==> src/rtl/bcd2bin_seq_pkg.sv <==
// ----------------------------------------------------------------------------
// bcd_pkg
// Shared types and constants for the sequential BCD-to-binary converter.
//   state_t      : converter FSM states (IDLE, SHIFT, DONE)
//   DIGIT_W      : bits per BCD digit
//   DIGIT_MAX    : largest legal BCD digit value
//   CORR_THRESH  : post-shift digit value at or above which correction applies
//   CORR_SUB     : amount subtracted from a digit that needs correction
//   cnt_width()  : width of an iteration counter that must reach bin_w-1
// ----------------------------------------------------------------------------
package bcd_pkg;

    typedef enum logic [1:0] {
        IDLE  = 2'd0,
        SHIFT = 2'd1,
        DONE  = 2'd2
    } state_t;

    localparam int         DIGIT_W     = 4;
    localparam logic [3:0] DIGIT_MAX   = 4'd9;
    localparam logic [3:0] CORR_THRESH = 4'd8;
    localparam logic [3:0] CORR_SUB    = 4'd3;

    // Smallest width (at least 1) whose range covers 0..bin_w-1.
    function automatic int cnt_width(input int bin_w);
        int w;
        w = 1;
        while ((1 << w) < bin_w) begin
            w = w + 1;
        end
        return w;
    endfunction

endpackage

==> src/rtl/bcd2bin_seq_if.sv <==
// ----------------------------------------------------------------------------
// bcd2bin_seq_if
// Handshake bundle between a BCD producer/consumer and the converter.
//   in_valid  : producer -> converter, bcd_in holds a value to convert
//   in_ready  : converter -> producer, converter can accept
//   bcd_in    : packed BCD, digit 0 (ones) in bits [3:0]
//   out_valid : converter -> consumer, bin_out/err hold a result
//   out_ready : consumer -> converter, result taken
//   bin_out   : binary result
//   err       : some input digit was > 9 (qualified by out_valid)
// The master modport is the producer/consumer side, slave is the converter.
// ----------------------------------------------------------------------------
interface bcd2bin_seq_if
    import bcd_pkg::*;
#(
    parameter int NDIGITS = 3,
    parameter int BIN_W   = 10
);
    logic                         in_valid;
    logic                         in_ready;
    logic [DIGIT_W*NDIGITS-1:0]   bcd_in;
    logic                         out_valid;
    logic                         out_ready;
    logic [BIN_W-1:0]             bin_out;
    logic                         err;

    modport master (
        output in_valid, bcd_in, out_ready,
        input  in_ready, out_valid, bin_out, err
    );

    modport slave (
        input  in_valid, bcd_in, out_ready,
        output in_ready, out_valid, bin_out, err
    );

endinterface

==> src/rtl/bcd2bin_seq_sub3.sv <==
// ----------------------------------------------------------------------------
// bcd_sub3_digit
// Combinational correction of one BCD digit after a right shift: a value of
// 8 or more has 3 subtracted, anything else passes through. Inverse of the
// add-3 digit map used by binary-to-BCD conversion.
//   i_digit : post-shift digit
//   o_digit : corrected digit
// ----------------------------------------------------------------------------
module bcd_sub3_digit
    import bcd_pkg::*;
(
    input  logic [DIGIT_W-1:0] i_digit,
    output logic [DIGIT_W-1:0] o_digit
);

    assign o_digit = (i_digit >= CORR_THRESH) ? (i_digit - CORR_SUB) : i_digit;

endmodule

==> src/rtl/bcd2bin_seq.sv <==
// ----------------------------------------------------------------------------
// bcd2bin_seq
// Sequential BCD-to-binary converter (reverse double dabble). Each SHIFT cycle
// shifts {bcd, bin} right by one and corrects every BCD digit in parallel;
// after BIN_W iterations bin holds the binary value. One conversion in flight.
//   clk  : clock, rising edge
//   rst  : synchronous active-high reset
//   bus  : slave side of bcd2bin_seq_if (in_valid/in_ready/bcd_in on the
//          input, out_valid/out_ready/bin_out/err on the output)
// ----------------------------------------------------------------------------
module bcd2bin_seq
    import bcd_pkg::*;
#(
    parameter int NDIGITS = 3,
    parameter int BIN_W   = 10
)(
    input  logic          clk,
    input  logic          rst,
    bcd2bin_seq_if.slave  bus
);

    localparam int BCD_W = DIGIT_W * NDIGITS;
    localparam int CNT_W = cnt_width(BIN_W);
    localparam logic [CNT_W-1:0] CNT_LAST = CNT_W'(BIN_W - 1);
    localparam logic [CNT_W-1:0] CNT_ONE  = CNT_W'(1);

    state_t             r_state;
    logic [BCD_W-1:0]   r_bcd;
    logic [BIN_W-1:0]   r_bin;
    logic [CNT_W-1:0]   r_cnt;
    logic               r_err;
    logic               r_in_ready;
    logic               r_out_valid;

    logic [BCD_W-1:0]   w_bcd_shift;
    logic [BCD_W-1:0]   w_bcd_corr;
    logic [BIN_W-1:0]   w_bin_shift;
    logic               w_in_bad;

    // The LSB of the BCD register falls into the MSB of the binary register.
    assign w_bcd_shift = {1'b0, r_bcd[BCD_W-1:1]};
    assign w_bin_shift = {r_bcd[0], r_bin[BIN_W-1:1]};

    for (genvar g = 0; g < NDIGITS; g++) begin : g_corr
        bcd_sub3_digit u_sub3 (
            .i_digit (w_bcd_shift[g*DIGIT_W +: DIGIT_W]),
            .o_digit (w_bcd_corr[g*DIGIT_W +: DIGIT_W])
        );
    end

    // Flag an input word containing any nibble above 9.
    always_comb begin
        w_in_bad = 1'b0;
        for (int d = 0; d < NDIGITS; d++) begin
            w_in_bad = w_in_bad | (bus.bcd_in[d*DIGIT_W +: DIGIT_W] > DIGIT_MAX);
        end
    end

    // Converter FSM with all datapath registers and registered handshake outputs.
    always_ff @(posedge clk) begin
        if (rst) begin
            r_state     <= IDLE;
            r_bcd       <= '0;
            r_bin       <= '0;
            r_cnt       <= '0;
            r_err       <= 1'b0;
            r_in_ready  <= 1'b1;
            r_out_valid <= 1'b0;
        end else begin
            case (r_state)
                IDLE: begin
                    if (bus.in_valid) begin
                        r_in_ready <= 1'b0;
                        r_cnt      <= '0;
                        r_bin      <= '0;
                        if (w_in_bad) begin
                            // Bad digit: latch the error result, skip conversion.
                            r_err   <= 1'b1;
                            r_bcd   <= '0;
                            r_state <= DONE;
                        end else begin
                            r_err   <= 1'b0;
                            r_bcd   <= bus.bcd_in;
                            r_state <= SHIFT;
                        end
                    end else begin
                        r_in_ready <= 1'b1;
                    end
                end
                SHIFT: begin
                    r_bcd <= w_bcd_corr;
                    r_bin <= w_bin_shift;
                    if (r_cnt == CNT_LAST) begin
                        r_cnt       <= '0;
                        r_out_valid <= 1'b1;
                        r_state     <= DONE;
                    end else begin
                        r_cnt <= r_cnt + CNT_ONE;
                    end
                end
                DONE: begin
                    // The error path enters DONE with out_valid still low, so
                    // its result is published one edge after the accept.
                    if (!r_out_valid) begin
                        r_out_valid <= 1'b1;
                    end else if (bus.out_ready) begin
                        r_out_valid <= 1'b0;
                        r_in_ready  <= 1'b1;
                        r_state     <= IDLE;
                    end else begin
                        r_out_valid <= 1'b1;
                    end
                end
                default: begin
                    r_state     <= IDLE;
                    r_bcd       <= '0;
                    r_bin       <= '0;
                    r_cnt       <= '0;
                    r_err       <= 1'b0;
                    r_in_ready  <= 1'b1;
                    r_out_valid <= 1'b0;
                end
            endcase
        end
    end

    assign bus.in_ready  = r_in_ready;
    assign bus.out_valid = r_out_valid;
    assign bus.bin_out   = r_bin;
    assign bus.err       = r_err;

endmodule
==> src/flat_wrapper.sv <==
// flat-port wrapper written by rule: the top's interface ports become plain ports
module bcd2bin_seq_flat import bcd_pkg::*;
#(
    parameter int NDIGITS = 3,
    parameter int BIN_W   = 10
)
  (clk, rst, bus_in_valid, bus_bcd_in, bus_out_ready, bus_in_ready, bus_out_valid, bus_bin_out, bus_err);
  bcd2bin_seq_if #(.NDIGITS(NDIGITS), .BIN_W(BIN_W)) bus_i ();
  input  logic clk;
  input  logic rst;
  input wire logic [$bits(bus_i.in_valid)-1:0] bus_in_valid;
  input wire logic [$bits(bus_i.bcd_in)-1:0] bus_bcd_in;
  input wire logic [$bits(bus_i.out_ready)-1:0] bus_out_ready;
  output wire logic [$bits(bus_i.in_ready)-1:0] bus_in_ready;
  output wire logic [$bits(bus_i.out_valid)-1:0] bus_out_valid;
  output wire logic [$bits(bus_i.bin_out)-1:0] bus_bin_out;
  output wire logic [$bits(bus_i.err)-1:0] bus_err;
  assign bus_i.in_valid = bus_in_valid;
  assign bus_i.bcd_in = bus_bcd_in;
  assign bus_i.out_ready = bus_out_ready;
  assign bus_in_ready = bus_i.in_ready;
  assign bus_out_valid = bus_i.out_valid;
  assign bus_bin_out = bus_i.bin_out;
  assign bus_err = bus_i.err;
  bcd2bin_seq #(.NDIGITS(NDIGITS), .BIN_W(BIN_W)) u_core (.clk(clk), .rst(rst), .bus(bus_i));
endmodule
==> config.mk <==
export PLATFORM = sky130hd
export DESIGN_NAME = bcd2bin_seq_flat
export DESIGN_NICKNAME = d
export VERILOG_FILES = /design/src/rtl/bcd2bin_seq_pkg.sv /design/src/rtl/bcd2bin_seq_if.sv /design/src/rtl/bcd2bin_seq_sub3.sv /design/src/rtl/bcd2bin_seq.sv /design/src/flat_wrapper.sv
export SDC_FILE = /design/constraint.sdc
export NUM_CORES = 1
export LEC_CHECK = 0
export BUFFER_PORTS_ARGS = -buffer_cell sky130_fd_sc_hd__buf_2
export CAP_MARGIN = 40
export CELL_PAD_IN_SITES_DETAIL_PLACEMENT = 0
export CELL_PAD_IN_SITES_GLOBAL_PLACEMENT = 1
export CORE_MARGIN = 3
export CORE_UTILIZATION = 44
export DETAILED_ROUTE_END_ITERATION = 8
export PLACE_DENSITY = 0.91
export SKIP_LAST_GASP = 1
export SLEW_MARGIN = 20
export SYNTH_ARGS = -nofsm -noshare
export SYNTH_HDL_FRONTEND = slang
export SYNTH_SLANG_ARGS = --single-unit
==> constraint.sdc <==
create_clock -name clk -period 2.71 [get_ports clk]
set_input_delay 0.6775 -clock clk [delete_from_list [all_inputs] [get_ports clk]]
set_output_delay 0.6775 -clock clk [all_outputs]
set_load 0.1 [all_outputs]
==> flow_metrics.env, run 1 <==
export IMPL_outcome="completed"
export IMPL_vias_per_cell=5.41
export IMPL_drt_total_wl_um=3580
export IMPL_fin_tns_setup_ns=0
export IMPL_ys_ff_latch=31
export IMPL_initial_core_util_pct=47.9
export IMPL_synth_area_um2=1690
export IMPL_coreArea_um2=3520
export IMPL_ctsResizeCount=0
export IMPL_fin_nets=251
export IMPL_power_leakage_nw=0.737
export IMPL_synthArstFlopShare_pct=0
export IMPL_r2r_slack_ns=0.74
export IMPL_drt_initial_drc_count=93
export IMPL_firstDrtPassIters=4
export IMPL_slowest_stage="nor2b_4"
export IMPL_drc_errors=0
export IMPL_synth_edf_count=0
export IMPL_insertion_delay_ns=0.29
export IMPL_slew_violations=0
export IMPL_cts_sinks=31
export IMPL_final_cell_mix="dfxtp_1 (31), buf_2 (28), a21oi_1 (26), nand2_1 (22), nor2_1 (20)"
export IMPL_crit_path_start_kind="flip-flop"
export IMPL_crit_chain="inv_1, ha_1, nor2b_4, or2_4, a22oi_1, a211oi_1"
export IMPL_synth_warnings=0
export IMPL_avgRoutedWirePerCell_um=13.1
export IMPL_switching_share_pct=39.9
export IMPL_synth_flop_cell="dfxtp_1"
export IMPL_layout_cells_non_filler=273
export IMPL_io_pins=29
export IMPL_worst_path_buf_inv=1
export IMPL_power_frac_comb_pct=37.6
export IMPL_worstSetupEndpointType="flip-flop"
export IMPL_grt_antenna_before_repair=0
export IMPL_grt_start_max_net_pins=30
export IMPL_intPower_mw=0.901
export IMPL_ys_seq_area_share_pct=36.8
export IMPL_ant_nets=0
export IMPL_cts_root_buf="clkbuf_8"
export IMPL_max_freq_mhz=507
export IMPL_p_sw_mw=0.598
export IMPL_clk_pin_slew_ns=0.06
export IMPL_seq_power_share_pct=35.3
export IMPL_cp_max_fo=29
export IMPL_cpLargestDelayFamily="simple AND/OR/NAND/NOR gates"
export IMPL_r2r_start="u_core.r_state[0]"
export IMPL_reg2reg_depth=6
export IMPL_drv_cap=0
export IMPL_synthesis_nets=227
export IMPL_vdd_ir_drop_max_mv=0.385
export IMPL_finalCriticalPeriod_ns=1.97
export IMPL_grt_ovfl_total=0
export IMPL_holdPathEnd="u_core.r_bcd[11]"
export IMPL_critPathKind="flip-flop to flip-flop"
export IMPL_fillers=357
export IMPL_hold_slack_ns=0.469
export IMPL_cts_hold_fix_buffers=0
export IMPL_hold_viol_final=0
export IMPL_worstHoldStart="u_core.r_bcd[11]"
export IMPL_skew_ns=0.00425
export IMPL_drive_above_1_share_pct=19.8
export IMPL_critical_path_required_ns=2.91
export IMPL_die_w_um=67.9
export IMPL_fp_dieH_um=67.9
export IMPL_area_delta_synth_final_pct=13.8
export IMPL_arrival_ns=2.17
export IMPL_hold_depth=2
export IMPL_place_gp_congestion=0.785
export IMPL_antenna_cells=0
export IMPL_dp_cells=265
export IMPL_rsz0062_at_grt="false"
export IMPL_cpPeakStageDelay_ns=0.41
export IMPL_syn_mean_instance_area_um2=8.34
export IMPL_worstMarginPinSlew_ns=0.649
export IMPL_cts_max_path_buffers=2
export IMPL_num_vias=1477
export IMPL_clock_power_share_pct=27.0
export IMPL_synth_cells=202
export IMPL_die_area_um2=4610
export IMPL_slew_headroom_pct=56.7
export IMPL_cts_setup_buffers=0
export IMPL_cts_tree="yes"
export IMPL_grt_usage_pct=17.7
export IMPL_hold_path_class="flip-flop to flip-flop"
export IMPL_setup_viol=0
export IMPL_final_util_pct=54.5
export IMPL_rows=21
export IMPL_final_common_cell="dfxtp_1"
export IMPL_fin_crit_sh_pct=72.7
export IMPL_htreeDepth=2
export IMPL_grt_pass1_vias=1332
export IMPL_numCtsBuffers=5
export IMPL_port_buffers=28
export IMPL_power_density_nw_per_um2=782
export IMPL_rr_endpoint="u_core.r_bcd[4]"
export IMPL_grt_pass1_wl_um=6070
export IMPL_hpwl_um=2400
export IMPL_synth_cell_types=34
cells by family after synthesis:
logic type               Yosys count  share of synthesized area [%]
buffers and inverters             21                           6.76
flip-flops                        31                           36.8
adder cells (fa/ha/maj)            9                           6.68
multiplexers                       4                           2.38
XOR/XNOR                           7                           3.64
AO/OA/AOI/OAI                     54                           21.5
AND/OR/NAND/NOR                   76                           22.3
worst min-delay path, cell delays in order (launching register included):
cell and delay [ns]:
dfxtp_1 0.31, nand2_1 0.06, a21oi_1 0.05
routing by layer:
metal  vias to the layer above  track usage [%]  wire length (µm)  part of all wire [%]
met3                         8             4.93               177                   4.9
met2                        31             26.6              1550                    43
met1                       685             23.2              1780                    50
met5                         -                0                 0                     0
li1                        753                -                 -                     -
met4                         0             8.93                75                   2.1
power groups by stage:
stage / Sequential [mW] / Clock, mW / Combinational, mW
detailed placement: 0.540 / 0 / 0.564
global route: 0.534 / 0.437 / 0.627
global placement: 0.539 / 0 / 0.562
finish: 0.530 / 0.405 / 0.564
CTS: 0.530 / 0.416 / 0.566
floorplan: 0.612 / 0 / 0.427
worst max path at each step:
| stage | start | end | slack, ns | depth (start not counted) |
|---|---|---|---|---|
| 2_1_floorplan | u_core.bus.out_valid | u_core.r_state[0] | 0.77 | 4 |
| 3_3_place_gp | bus_bcd_in[10] | u_core.r_bcd[10] | 0.67 | 6 |
| 3_5_place_dp | bus_bcd_in[10] | u_core.r_bcd[10] | 0.62 | 6 |
| 4_1_cts | u_core.r_state[0] | u_core.r_state[1] | 0.73 | 6 |
| 5_1_grt | u_core.r_state[0] | u_core.r_state[1] | 0.50 | 6 |
| 6_report | u_core.r_state[0] | u_core.r_bcd[4] | 0.74 | 6 |
synth_stat cells, types with 2 or more instances:
library cell,n,area [µm²]
dfxtp_1,31,621
a21oi_1,26,130
nand2_1,22,82.6
nor2_1,20,75.1
nor3_1,16,80.1
ha_1,9,113
inv_1,7,26.3
a211oi_1,6,45.0
nand3_1,5,25.0
o21a_1,5,37.5
xnor2_1,5,43.8
a22oi_1,4,30.0
buf_2,4,20.0
buf_6,4,45.0
clkbuf_1,4,15.0
mux2i_1,4,40.0
a221oi_2,3,45.0
a32oi_1,3,26.3
nand2b_1,3,18.8
o21ai_0,3,15.0
buf_1,2,7.51
nand3b_1,2,15.0
nor2b_1,2,12.5
xor2_1,2,17.5
flip-flops by register name, summed over array words and instances, names as in the netlist:
register and count:
u_core.r_bcd 12, u_core.r_cnt 4, u_core.r_state 2, u_core.bus.bin_out 10, u_core.bus.in_ready 1, u_core.bus.err 1
u_core.bus.out_valid 1
through the flow:
| stage | setup slack, ns | total power, mW | area (µm²) |
|---|---|---|---|
| 5_1_grt | 0.501 | 1.60 | 1920 |
| 2_1_floorplan | 0.770 | 1.04 | 1690 |
| 6_report | 0.739 | 1.50 | 1920 |
| 3_5_place_dp | 0.624 | 1.10 | 1820 |
| 4_1_cts | 0.726 | 1.51 | 1920 |
| 3_3_place_gp | 0.670 | 1.10 | 1820 |
layout make-up:
class	count	area, µm²	share of cell area (%)
Inverter	7	26.3	1.37
Timing Repair Buffer	31	163	8.48
Sequential cell	31	621	32.4
Multi-Input combinational cell	150	951	49.6
Tap cell	46	57.6	3.00
Clock buffer	8	100	5.22
Note: power is estimated with default switching activity, not from simulation.
==> inputs of run 2 (changes only) <==
Settings changed: ABC_AREA set to 1, CORE_UTILIZATION 44 to 36, PLACE_DENSITY 0.91 to 0.83.
Clock period 2.71 ns to 1.63 ns, I/O delays scaled along.
==> run 2 against run 1 <==
Fmax grew 28%. Clock skew grew 0.0021 ns. Utilization shrank 10 points. Sequential power grew 78%. Via count grew 1.7%. Die area grew 19%. Total power grew 94%. Largest power group unchanged. Critical path type unchanged. Non-clock buffer count grew 3.
==> flow_metrics.env, run 2 <==
export IMPL_worstMarginPinSlew_ns=0.490
export IMPL_vdd_ir_drop_max_mv=0.775
export IMPL_cpPeakStageDelay_ns=0.36
export IMPL_final_seq_area_um2=622
export IMPL_power_leakage_nw=0.824
export IMPL_insertion_delay_ns=0.28
export IMPL_slowest_stage="dfxtp_1"
export IMPL_layout_cells_non_filler=307
export IMPL_fin_nets=279
export IMPL_grt_antenna_before_repair=0
export IMPL_ys_seq_area_share_pct=37.2
export IMPL_avgRoutedWirePerCell_um=11.6
export IMPL_multi_input_area_um2=893
export IMPL_ant_nets=0
export IMPL_max_freq_mhz=649
export IMPL_antenna_cells=0
export IMPL_worstSetupStartpoint="u_core.r_state[0]"
export IMPL_critPathKind="flip-flop to flip-flop"
export IMPL_hold_viol_final=0
export IMPL_setup_ws_ns=0.0885
export IMPL_rsz0062_at_grt="true"
export IMPL_cts_root_buf="clkbuf_8"
export IMPL_cts_max_path_buffers=2
export IMPL_grt_usage_pct=14.9
export IMPL_preCtsSetupSlack_ns=0.0816
export IMPL_netlist_top_cells_area="dfxtp_1 (37%), nand2_1 (13%), a21oi_1 (8.1%)"
export IMPL_p_total_mw=2.91
export IMPL_skew_ns=0.00639
export IMPL_synth_top_area_share_pct=37.2
export IMPL_largest_reg_flops=12
export IMPL_coreArea_um2=4410
export IMPL_rows=24
export IMPL_die_w_um=74.1
export IMPL_synth_most_common_cell="nand2_1"
export IMPL_slew_violations=0
export IMPL_cp_max_fo=24
export IMPL_cts_sinks=31
export IMPL_htreeDepth=2
export IMPL_final_cell_mix="nand2_1 (57), dfxtp_1 (30), buf_2 (28), a21oi_1 (27), inv_1 (17)"
export IMPL_initial_core_util_pct=37.8
export IMPL_setup_viol=0
export IMPL_num_vias=1502
export IMPL_synthArstFlopShare_pct=0
export IMPL_hold_slack_ns=0.410
export IMPL_dp_cells=299
export IMPL_synth_top_cell_by_area="dfxtp_1"
export IMPL_synth_warnings=0
export IMPL_outcome="completed"
export IMPL_ys_ff_latch=31
export IMPL_drt_total_wl_um=3560
export IMPL_grt_start_max_net_pins=25
export IMPL_place_gp_congestion=0.745
export IMPL_clk_pin_slew_ns=0.07
export IMPL_vias_per_cell=4.89
export IMPL_crit_path_start_kind="flip-flop"
export IMPL_area_delta_synth_final_pct=16.6
export IMPL_synth_edf_count=0
export IMPL_die_area_um2=5490
export IMPL_drt_initial_drc_count=90
export IMPL_power_density_nw_per_um2=1490
export IMPL_numCtsBuffers=5
export IMPL_final_common_cell="nand2_1"
export IMPL_placed_cell_area_um2=1830
export IMPL_slew_headroom_pct=67.6
export IMPL_r2r_start="u_core.r_state[0]"
export IMPL_final_util_pct=44.1
export IMPL_synthesis_nets=250
export IMPL_cts_tree="yes"
export IMPL_fin_tns_setup_ns=0
export IMPL_drive_above_1_share_pct=21.6
export IMPL_grt_pass1_wl_um=6340
export IMPL_worstSetupEndpointType="flip-flop"
export IMPL_drv_cap=0
export IMPL_drc_errors=0
export IMPL_fillers=469
export IMPL_cts_hold_fix_buffers=0
export IMPL_crit_chain="inv_1, ha_1, inv_4, nor2_8, nor2_8, inv_4, or2_0, a21oi_1"
export IMPL_grt_pass1_vias=1448
export IMPL_finalInstanceArea_um2=1950
export IMPL_synth_flop_cell="dfxtp_1"
export IMPL_ctsResizeCount=0
export IMPL_synth_cell_types=23
export IMPL_hpwl_um=2550
export IMPL_cts_setup_buffers=0
export IMPL_largest_register="u_core.r_bcd"
export IMPL_port_buffers=28
export IMPL_ys_top_cells_by_count="nand2_1 (57), dfxtp_1 (31), a21oi_1 (27)"
export IMPL_critical_path_required_ns=1.85
export IMPL_synth_cells=225
export IMPL_io_pins=29
export IMPL_fp_dieH_um=74.1
export IMPL_worstHoldStart="bus_bcd_in[11]"
export IMPL_firstDrtPassIters=4
export IMPL_hold_path_class="input port to flip-flop"
export IMPL_syn_mean_instance_area_um2=7.42
export IMPL_fin_crit_sh_pct=94.6
export IMPL_arrival_ns=1.76
export IMPL_grt_ovfl_total=0
export IMPL_synth_area_um2=1670
export IMPL_finalCriticalPeriod_ns=1.54
## run 2: cell count changes in the layout (fill, tap and decap cells not counted), moves of 5 or more
cell	delta
o21ai_0	+11
nor2_1	-9
xnor2_1	-5
a211oi_1	-5
inv_1	+10
nand3_1	+11
nand4_1	+14
nor3_1	-16
o21a_1	-5
nand2_1	+35
## run 2: per-layer routing
metal	vias to the layer above	global-route usage (%)	share of wire, %
met2	30	23.9	46
met5	-	0	0
met4	0	7.24	1.3
met1	660	19.2	48
li1	805	-	-
met3	7	2.84	4.8
## run 2: final timing paths
path / end / slack [ns] / cells past startpoint
hold / removal: u_core.r_bcd[11] / 0.41 / 3
hold reg to reg: u_core.bus.in_ready / 0.45 / 2
setup / recovery: u_core.r_cnt[0] / 0.09 / 8
setup reg to reg: u_core.r_cnt[0] / 0.09 / 8
## run 2: final cells by class
type / count / share of cell area [%]
Inverter: 19 / 3.92
Multi-Input combinational cell: 163 / 45.9
Timing Repair Buffer: 34 / 9.52
Clock inverter: 1 / 0.386
Tap cell: 52 / 3.34
Sequential cell: 31 / 32.0
Clock buffer: 7 / 4.95
## run 2: cell families after synthesis
| logic type | after synthesis | share of synthesized area (%) |
|---|---|---|
| AO/OA/AOI/OAI | 50 | 16.8 |
| AND/OR/NAND/NOR | 102 | 28.5 |
| XOR/XNOR | 2 | 1.05 |
| flip-flops | 31 | 37.2 |
| adder cells (fa/ha/maj) | 9 | 6.75 |
| buffers and inverters | 31 | 9.74 |
## run 2: where the power goes
part | total, mW | leakage, nW | internal, mW | switching, mW
Sequential | 0.945 | 0.252 | 0.866 | 0.0788
Clock | 0.669 | 0.0505 | 0.384 | 0.285
Combinational | 1.29 | 0.522 | 0.352 | 0.942
## run 2: worst max-delay path, delay by kind of cell, from the launching register on
kind | cells | cell delay (ns)
buf+inv | 3 | 0.32
simple gates | 3 | 0.44
flops | 1 | 0.36
fa+ha+maj | 1 | 0.24
compound gates | 1 | 0.12
